--- src/rtl/axi_burst_beat_gen.sv ---
// axi_burst_beat_gen
// Expands one AXI4 AR/AW burst descriptor into a stream of per-beat addresses.
// A descriptor is accepted on req_valid_i & req_ready_o, and its beat 0 is
// presented on the following cycle. Beats are handed over on
// beat_valid_o & beat_ready_i.
//
// Ports:
//   clk_i, rst_i            clock, asynchronous active-high reset
//   req_valid_i/req_ready_o descriptor handshake
//   req_id_i                transaction ID
//   req_addr_i              start address
//   req_len_i               beats minus one
//   req_size_i              log2 of bytes per beat
//   req_burst_i             burst type: 00 FIXED, 01 INCR, 10 WRAP
//   beat_valid_o/beat_ready_i  beat handshake
//   beat_id_o               ID of the burst that is in progress
//   beat_addr_o             address of the current beat
//   beat_idx_o              index of the current beat
//   beat_last_o             set on the final beat
//   beat_err_o              burst is illegal; downstream answers SLVERR
module axi_burst_beat_gen #(
  parameter int AddrWidth = 64,
  parameter int IdWidth   = 4,
  parameter int DataWidth = 64
) (
  input  logic                 clk_i,
  input  logic                 rst_i,
  input  logic                 req_valid_i,
  output logic                 req_ready_o,
  input  logic [IdWidth-1:0]   req_id_i,
  input  logic [AddrWidth-1:0] req_addr_i,
  input  logic [7:0]           req_len_i,
  input  logic [2:0]           req_size_i,
  input  logic [1:0]           req_burst_i,
  output logic                 beat_valid_o,
  input  logic                 beat_ready_i,
  output logic [IdWidth-1:0]   beat_id_o,
  output logic [AddrWidth-1:0] beat_addr_o,
  output logic [7:0]           beat_idx_o,
  output logic                 beat_last_o,
  output logic                 beat_err_o
);

  localparam int         MaxSize   = $clog2(DataWidth / 8);
  localparam logic [3:0] MaxSizeL  = 4'(MaxSize);
  localparam logic [1:0] BurstFixed = 2'b00;
  localparam logic [1:0] BurstIncr  = 2'b01;
  localparam logic [1:0] BurstWrap  = 2'b10;

  typedef enum logic [0:0] {IDLE = 1'b0, BURST = 1'b1} state_t;

  state_t               state, state_next;
  logic                 ready_int;
  logic                 accept, beat_hs, last_hs;

  logic [IdWidth-1:0]   id_reg;
  logic [AddrWidth-1:0] cur_addr, wrap_lower, wrap_upper;
  logic [7:0]           idx_reg, len_reg;
  logic [2:0]           size_reg;
  logic [1:0]           mode_reg;
  logic                 err_reg;

  // Descriptor decode (acceptance-time values)
  logic [AddrWidth-1:0] req_bytes, req_mask, req_window, req_lower;
  logic [16:0]          incr_span, incr_base;
  logic                 req_err, wrap_len_bad;

  // Per-beat address advance
  logic [AddrWidth-1:0] cur_bytes, cur_mask, wrap_sum, next_addr;

  assign beat_hs      = beat_valid_o & beat_ready_i;
  assign last_hs      = beat_hs & beat_last_o;
  // Reset forces the combinational ready low as well, so every output reads 0 during reset.
  assign req_ready_o  = ready_int & ~rst_i;
  assign accept       = req_valid_i & req_ready_o;

  assign beat_valid_o = (state == BURST);
  assign beat_id_o    = id_reg;
  assign beat_addr_o  = cur_addr;
  assign beat_idx_o   = idx_reg;
  // Gated by valid so that stale registers never show a last/err flag while idle.
  assign beat_last_o  = beat_valid_o & (idx_reg == len_reg);
  assign beat_err_o   = beat_valid_o & err_reg;

  // FSM state register
  always_ff @(posedge clk_i or posedge rst_i) begin
    if (rst_i) begin
      state <= IDLE;
    end else begin
      state <= state_next;
    end
  end

  // FSM next state and descriptor-ready generation
  always_comb begin
    state_next = state;
    ready_int  = 1'b0;
    case (state)
      IDLE: begin
        ready_int = 1'b1;
        if (req_valid_i) begin
          state_next = BURST;
        end else begin
          state_next = IDLE;
        end
      end
      BURST: begin
        if (last_hs) begin
          // A new descriptor taken on the final handshake continues without a bubble.
          ready_int  = 1'b1;
          state_next = req_valid_i ? BURST : IDLE;
        end else begin
          state_next = BURST;
        end
      end
      default: begin
        state_next = IDLE;
      end
    endcase
  end

  // Legality check and wrap window of the incoming descriptor
  always_comb begin
    req_bytes    = AddrWidth'(1) << req_size_i;
    req_mask     = req_bytes - AddrWidth'(1);
    req_window   = (AddrWidth'(req_len_i) + AddrWidth'(1)) << req_size_i;
    req_lower    = req_addr_i & ~(req_window - AddrWidth'(1));
    incr_base    = {5'd0, req_addr_i[11:0] & ~req_mask[11:0]};
    incr_span    = ({9'd0, req_len_i} + 17'd1) << req_size_i;
    wrap_len_bad = !((req_len_i == 8'd1) || (req_len_i == 8'd3) ||
                     (req_len_i == 8'd7) || (req_len_i == 8'd15));
    req_err      = 1'b0;
    if ({1'b0, req_size_i} > MaxSizeL) begin
      req_err = 1'b1;
    end else if (req_burst_i == 2'b11) begin
      req_err = 1'b1;
    end else if ((req_burst_i == BurstWrap) &&
                 (wrap_len_bad || ((req_addr_i & req_mask) != '0))) begin
      req_err = 1'b1;
    end else if ((req_burst_i == BurstIncr) && ((incr_base + incr_span) > 17'd4096)) begin
      req_err = 1'b1;
    end else begin
      req_err = 1'b0;
    end
  end

  // Address of the beat after the current one
  always_comb begin
    cur_bytes = AddrWidth'(1) << size_reg;
    cur_mask  = cur_bytes - AddrWidth'(1);
    wrap_sum  = cur_addr + cur_bytes;
    next_addr = cur_addr;
    case (mode_reg)
      BurstFixed: next_addr = cur_addr;
      // Aligning first makes an unaligned beat 0 step to the next aligned slot.
      BurstIncr:  next_addr = (cur_addr & ~cur_mask) + cur_bytes;
      BurstWrap:  next_addr = (wrap_sum == wrap_upper) ? wrap_lower : wrap_sum;
      default:    next_addr = cur_addr;
    endcase
  end

  // Burst context registers and beat counter
  always_ff @(posedge clk_i or posedge rst_i) begin
    if (rst_i) begin
      id_reg     <= '0;
      cur_addr   <= '0;
      wrap_lower <= '0;
      wrap_upper <= '0;
      idx_reg    <= 8'd0;
      len_reg    <= 8'd0;
      size_reg   <= 3'd0;
      mode_reg   <= 2'b00;
      err_reg    <= 1'b0;
    end else if (accept) begin
      id_reg     <= req_id_i;
      cur_addr   <= req_addr_i;
      wrap_lower <= req_lower;
      wrap_upper <= req_lower + req_window;
      idx_reg    <= 8'd0;
      len_reg    <= req_len_i;
      size_reg   <= req_size_i;
      // Illegal bursts still produce len+1 beats, all at the start address.
      mode_reg   <= req_err ? BurstFixed : req_burst_i;
      err_reg    <= req_err;
    end else if (beat_hs) begin
      if (beat_last_o) begin
        idx_reg <= 8'd0;
      end else begin
        idx_reg  <= idx_reg + 8'd1;
        cur_addr <= next_addr;
      end
    end
  end

endmodule

--- config.mk ---
export PLATFORM = sky130hd
export DESIGN_NAME = axi_burst_beat_gen
export DESIGN_NICKNAME = d
export VERILOG_FILES = /design/src/rtl/axi_burst_beat_gen.sv
export SDC_FILE = /design/constraint.sdc
export NUM_CORES = 1
export LEC_CHECK = 0
export CAP_MARGIN = 20
export CORE_ASPECT_RATIO = 0.5
export CORE_UTILIZATION = 55
export DETAILED_ROUTE_END_ITERATION = 10
export PLACE_DENSITY = 0.76
export SLEW_MARGIN = 0
export SYNTH_ARGS = -nofsm -noshare
export SYNTH_HDL_FRONTEND = slang
export SYNTH_SLANG_ARGS = --single-unit
--- constraint.sdc ---
create_clock -name clk_i -period 22.5 [get_ports clk_i]
set_input_delay 4.5 -clock clk_i [delete_from_list [all_inputs] [get_ports clk_i]]
set_output_delay 4.5 -clock clk_i [all_outputs]
set_load 0.05 [all_outputs]
# Yosys cells after proc, flatten, opt, wreduce, memory -nomap -nowiden
# Cells that the tools add are included.
[word_totals] out_inout_bits=80 regBits=219
[classes] bitwise=15 n_eq_ne=12 add_sub_neg=10 reduce_logical=11 mux=18 shift=4 magnitude_cmp=2
[op_table] operator="$mux W64" count=4
[op_table] operator="$add A64 B64 Y64" count=3
[op_table] operator="$and A64 B64 Y64" count=3
[op_table] operator="$sub A64 B1 Y64 const B" count=3
[op_table] operator="$not A64 Y64" count=2
[op_table] operator="$pmux W64 S2" count=1
[op_table] operator="$shl A1 B3 Y64 const A" count=2
[op_table] operator="$eq A64 B64 Y1" count=1
[op_table] operator="$reduce_bool A64 Y1" count=1
[op_table] operator="$shl A9 B3 Y64" count=1
[op_table] operator="$mux W8" count=3
[op_table] operator="$add A8 B1 Y9 const B" count=2
[op_table] operator="$add A12 B17 Y17" count=1
[op_table] operator="$gt A17 B13 Y1 const B" count=1
[op_table] operator="$shl A9 B3 Y17" count=1
[op_table] operator="$and A12 B12 Y12" count=1
[op_table] operator="$not A12 Y12" count=1
[op_table] operator="$add A8 B1 Y8 const B" count=1
[op_table] operator="$eq A8 B1 Y1 const B" count=1
[op_table] operator="$eq A8 B2 Y1 const B" count=1
[op_table] operator="$eq A8 B3 Y1 const B" count=1
[op_table] operator="$eq A8 B4 Y1 const B" count=1
[op_table] operator="$eq A8 B8 Y1" count=1
[op_table] operator="$mux W1" count=7
[op_table] operator="14 further kinds" count=28

# Depth between registers and ports, before layout
[logic_depth] depth_word=12 depth_mapped=24

# Worst setup path after synthesis
# OpenSTA, ideal clock, no wires.
[synth_timing] kind="input to output" from="input beat_ready_i" to="output req_ready_o" arrival_time_ns=5.483 cell_stages=2 setup_slack_ns=12.517 n_path_buf=0 cell_sequence="nand2_1 -> a21oi_1"
[synth_via] elab_chain_len=5
[synth_rtl] item="start: declaration" line_no="36" text="input logic beat_ready_i,"
[synth_rtl] item="$and A1 B1 Y1" line_no="71" text="assign beat_hs = beat_valid_o & beat_ready_i;"
[synth_rtl] item="$and A1 B1 Y1" line_no="72" text="assign last_hs = beat_hs & beat_last_o;"
[synth_rtl] item="$mux W1" line_no="108" text="if (last_hs) begin"
[synth_rtl] item="$pmux W1 S2" line_no="98" text="case (state)"
[synth_rtl] item="$and A1 B1 Y1" line_no="74" text="assign req_ready_o = ready_int & ~rst_i;"
[synth_rtl] item="end: declaration" line_no="29" text="output logic req_ready_o,"
# Every way passes these cells.

# Worst setup path in the final report
[layout_timing] from="input req_len_i[0]" to="register wrap_upper[33]"
[layout_via] elab_chain_len=6
[layout_rtl] item="start: declaration" line_no="32" text="input logic [7:0] req_len_i,"
[layout_rtl] item="$add A8 B1 Y9" line_no="126" text="req_window = (AddrWidth'(req_len_i) + AddrWidth'(1)) << req_size_i;"
[layout_rtl] item="$shl A9 B3 Y64" line_no="126"
[layout_rtl] item="$sub A64 B1 Y64" line_no="127" text="req_lower = req_addr_i & ~(req_window - AddrWidth'(1));"
[layout_rtl] item="$not A64 Y64" line_no="127"
[layout_rtl] item="$and A64 B64 Y64" line_no="127"
[layout_rtl] item="named net req_lower[15]" line_no="64" text="logic [AddrWidth-1:0] req_bytes, req_mask, req_window, req_lower;"
[layout_rtl] item="$add A64 B64 Y64" line_no="178" text="wrap_upper <= req_lower + req_window;"
[layout_rtl] item="end signal: assignment" line_no="178"
[layout_rtl] item="end: declaration" line_no="57" text="logic [AddrWidth-1:0] cur_addr, wrap_lower, wrap_upper;"
# The timed path passes the listed nets, and every way through them passes these cells.
# A chain may end at the register's enable or synchronous reset.

==> results.toml <==
[run_status]
outcome = "finished with violations"
failed_checks = "DRC"

[sta]
fin_crit_sh = 0.492
tightest_slew_ps = 1190
hold_viol = 0
clock.fmax_mhz = 90.3
setup_ws_ps = 11420
finalSetupTns_ps = 0
slew_violations = 0
fin_crit_ps = 11080
finalSetupViolations = 0
rsz0062_at_grt = "no"
slew_headroom = 0.203
fin_skew_ps = 67.5

[clocking]
ctsLongestPathBuffers = 3
cts_tree = "built"
cts_resized = 0
postCtsSetupBuffers = 0
clkTransAtPathRegs_ps = 70
numCtsBuffers = 23
htree_num_levels = 1
cts-root-buf = "clkbuf_16"
hold_buffers = 0
insertion_delay_ps = 590
cts.sinks = 219

[floorplan]
rows = 47
die_h_um = 133
core-area_um2 = 33500
dieArea_um2 = 35200
fp.dieW_um = 264
initial_core_util = 0.566
design.portCount = 165

[logic_synthesis]
synthCells = 2485
synth_edf_count = 0
syn_nets = 2609
synth-seq-cells = 219
ys_types = 89
synth_area_um2 = 18900
syn_avg_cell_area_um2 = 7.62
ys_async_sr_fraction = 1.00
synth_ff_type = "dfrtp_1"
seq_area_frac_synth = 0.290
yosysWarnings = 0

[detailed_routing]
first_iter_violations = 3200
avgViaCountPerCell = 7.03
post_drt_wl_per_cell_um = 27.3
dr_total_vias = 21036
drc = 2
dr.pass1.iters = 11
ant_nets = 0
wirelength_mm = 81.7

[critical_path]
cp-start-kind = "input port"
end_kind = "register"
cp.arrival_ps = 11520
crit_family = "simple AND/OR/NAND/NOR gates"
reg2reg_slack_ps = 15000
path_cells = "clkdlybuf4s50_1 > ha_1 > and3_1 > mux2_2 > o41ai_2 > inv_1 > nor2_1 > o211a_1 > and2_1 > nand2_1 > nor3_1 > ha_1 > and2_1 > ha_1 > and2_1 > o2111ai_1 > a311oi_1 > nor3_2 > buf_4 > nor4b_1 > xor2_1 > o21ai_0"
cp_num_buf_inv = 3
path_class = "in -> reg"
critical_path_required_ps = 22940
critPathMaxFanout = 13
r2r-end = "beat_addr_o[59]$_DFFE_PP0P_"
critical-path-max-stage-delay_ps = 740
r2r_cells = 18
worstReg2RegStart = "size_reg[0]$_DFFE_PP0P_"
cp_slowest_cell = "clkdlybuf4s50_1"

[min_path]
worstHoldEndpoint = "wrap_lower[39]$_DFFE_PP0P_"
hp-start = "wrap_lower[39]$_DFFE_PP0P_"
hold_depth = 1
hold_class = "reg -> reg"

[place]
hpwl_mm = 59.6
port_buffers = 164
post-place-ws_ps = 11040
place.gp.congestion = 1.08
place_area_um2 = 20700

[layout]
drive_above_1_share = 0.0522
regArea_um2 = 5480
area_growth_pct = 13.4
final_common_cell = "nand2_1"
fillers = 3065
final_cell_mix = "413 x nand2_1, 219 x dfrtp_1, 206 x o21ai_0"
final_cell_area_um2 = 21500
nets = 2659
multi_input_area_um2 = 12500

[global_routing]
grt_overflow = 0
antenna_found_initial = 1
grt_usage = 0.453
grt_max_degree = 102
grt_pass1_vias = 19084
grt_pass1_wl_mm = 120

[flow_run]
cap_viol_max_count = 0

[pwr]
p_per_area_nw_per_um2 = 120
cellLeakagePower_nw = 8.82
ir_worst_vdd_uv = 87.8
per-stage QoR:
| stage | hold WS, ps | power, mW | util | cells |
|---|---|---|---|---|
| floorplan | 438 | 1.65 | - | 2485 |
| global placement | 455 | 2.10 | 0.620 | 2951 |
| detailed placement | 460 | 2.13 | 0.620 | 2951 |
| CTS | 474 | 2.52 | 0.641 | 2987 |
| global route | 497 | 2.68 | 0.641 | 2987 |
| finish | 474 | 2.58 | 0.641 | 2991 |
worst register-to-register path: cells and delay by family, from the launching register on:
| kind | cells | cell delay [ps] |
|---|---|---|
| buffers and inverters | 2 | 880 |
| flip-flops | 1 | 550 |
| AND/OR/NAND/NOR | 7 | 2620 |
| XOR/XNOR | 1 | 740 |
| adder cells (fa/ha/maj) | 1 | 330 |
| multiplexers | 1 | 430 |
| AO/OA/AOI/OAI | 6 | 1940 |
routing by layer:
layer	global-route usage	up-vias	part of all wire
met3	0.189	268	0.16
met5	0	-	0.00032
met4	0.161	4	0.039
met2	0.649	1536	0.41
met1	0.610	10124	0.40
li1	-	9104	-
where the power goes:
group	internal (mW)	switching [mW]	total [mW]
combinational	0.497	0.866	1.36
sequential	0.562	0.263	0.825
clock	0.213	0.182	0.396
area by class of cell:
cell class | instances | share of cell area
Multi-Input combinational cell | 2021 | 0.583
Clock buffer | 30 | 0.0304
Timing Repair Buffer | 203 | 0.0901
Antenna cell | 4 | 0.000466
Clock inverter | 6 | 0.00286
Inverter | 67 | 0.0121
Tap cell | 441 | 0.0257
Sequential cell | 219 | 0.255
synth_stat cells (8+ instances only):
master / instances / area, um2
o31ai_1: 24 / 180
inv_1: 65 / 244
and3_1: 51 / 319
mux2i_1: 41 / 410
o211ai_1: 28 / 210
a31oi_1: 26 / 163
dfrtp_1: 219 / 5480
nor4_1: 52 / 325
nor3b_1: 16 / 120
a222oi_1: 10 / 100
or2_2: 9 / 56.3
nand4_1: 50 / 313
buf_1: 14 / 52.6
a21o_1: 14 / 105
or4_1: 11 / 82.6
ha_1: 37 / 463
nand2b_1: 16 / 100
o22ai_1: 9 / 56.3
xnor2_1: 151 / 1320
mux2_2: 11 / 124
a221oi_1: 14 / 123
clkbuf_1: 136 / 510
xor2_1: 83 / 727
or3_1: 22 / 138
a211oi_1: 9 / 67.6
o221ai_1: 8 / 70.1
nand3_1: 101 / 505
o21ai_1: 20 / 100
a41oi_1: 11 / 96.3
o21ai_0: 207 / 1040
nor2b_1: 23 / 144
o21a_1: 11 / 82.6
a21oi_1: 97 / 485
nand2_1: 414 / 1550
nor3_1: 75 / 375
o2111ai_1: 9 / 78.8
and2_1: 28 / 175
a22oi_1: 8 / 60.1
buf_2: 21 / 105
nor2_1: 160 / 601
a22o_1: 19 / 166
a32oi_1: 9 / 78.8
and4_1: 11 / 96.3
cell families (layout without fill, tap and decap cells):
family,Yosys count,after routing,share of synthesized area
simple gates,1078,1078,0.279
compound gates,616,616,0.214
buf+inv,245,306,0.0522
xor+xnor,235,235,0.109
flops,219,219,0.290
mux,53,53,0.0290
fa+ha+maj,39,39,0.0266
other cells,0,4,0
how the worst max path moves through the flow:
| stage | slack, ps | startpoint | end | cells past startpoint |
|---|---|---|---|---|
| final | 11420 | req_len_i[0] | wrap_upper[33]$_DFFE_PP0P_ | 22 |
| after global routing | 11040 | req_len_i[0] | wrap_upper[43]$_DFFE_PP0P_ | 21 |
| after CTS | 11580 | beat_ready_i | req_ready_o | 4 |
| after detailed placement | 11040 | req_len_i[0] | wrap_upper[33]$_DFFE_PP0P_ | 22 |
| after global placement | 11480 | req_len_i[0] | wrap_upper[33]$_DFFE_PP0P_ | 22 |
| after floorplan | 12010 | rst_i | beat_addr_o[0]$_DFFE_PP0P_ | 1 |
Power figures use the tool's default switching activity.
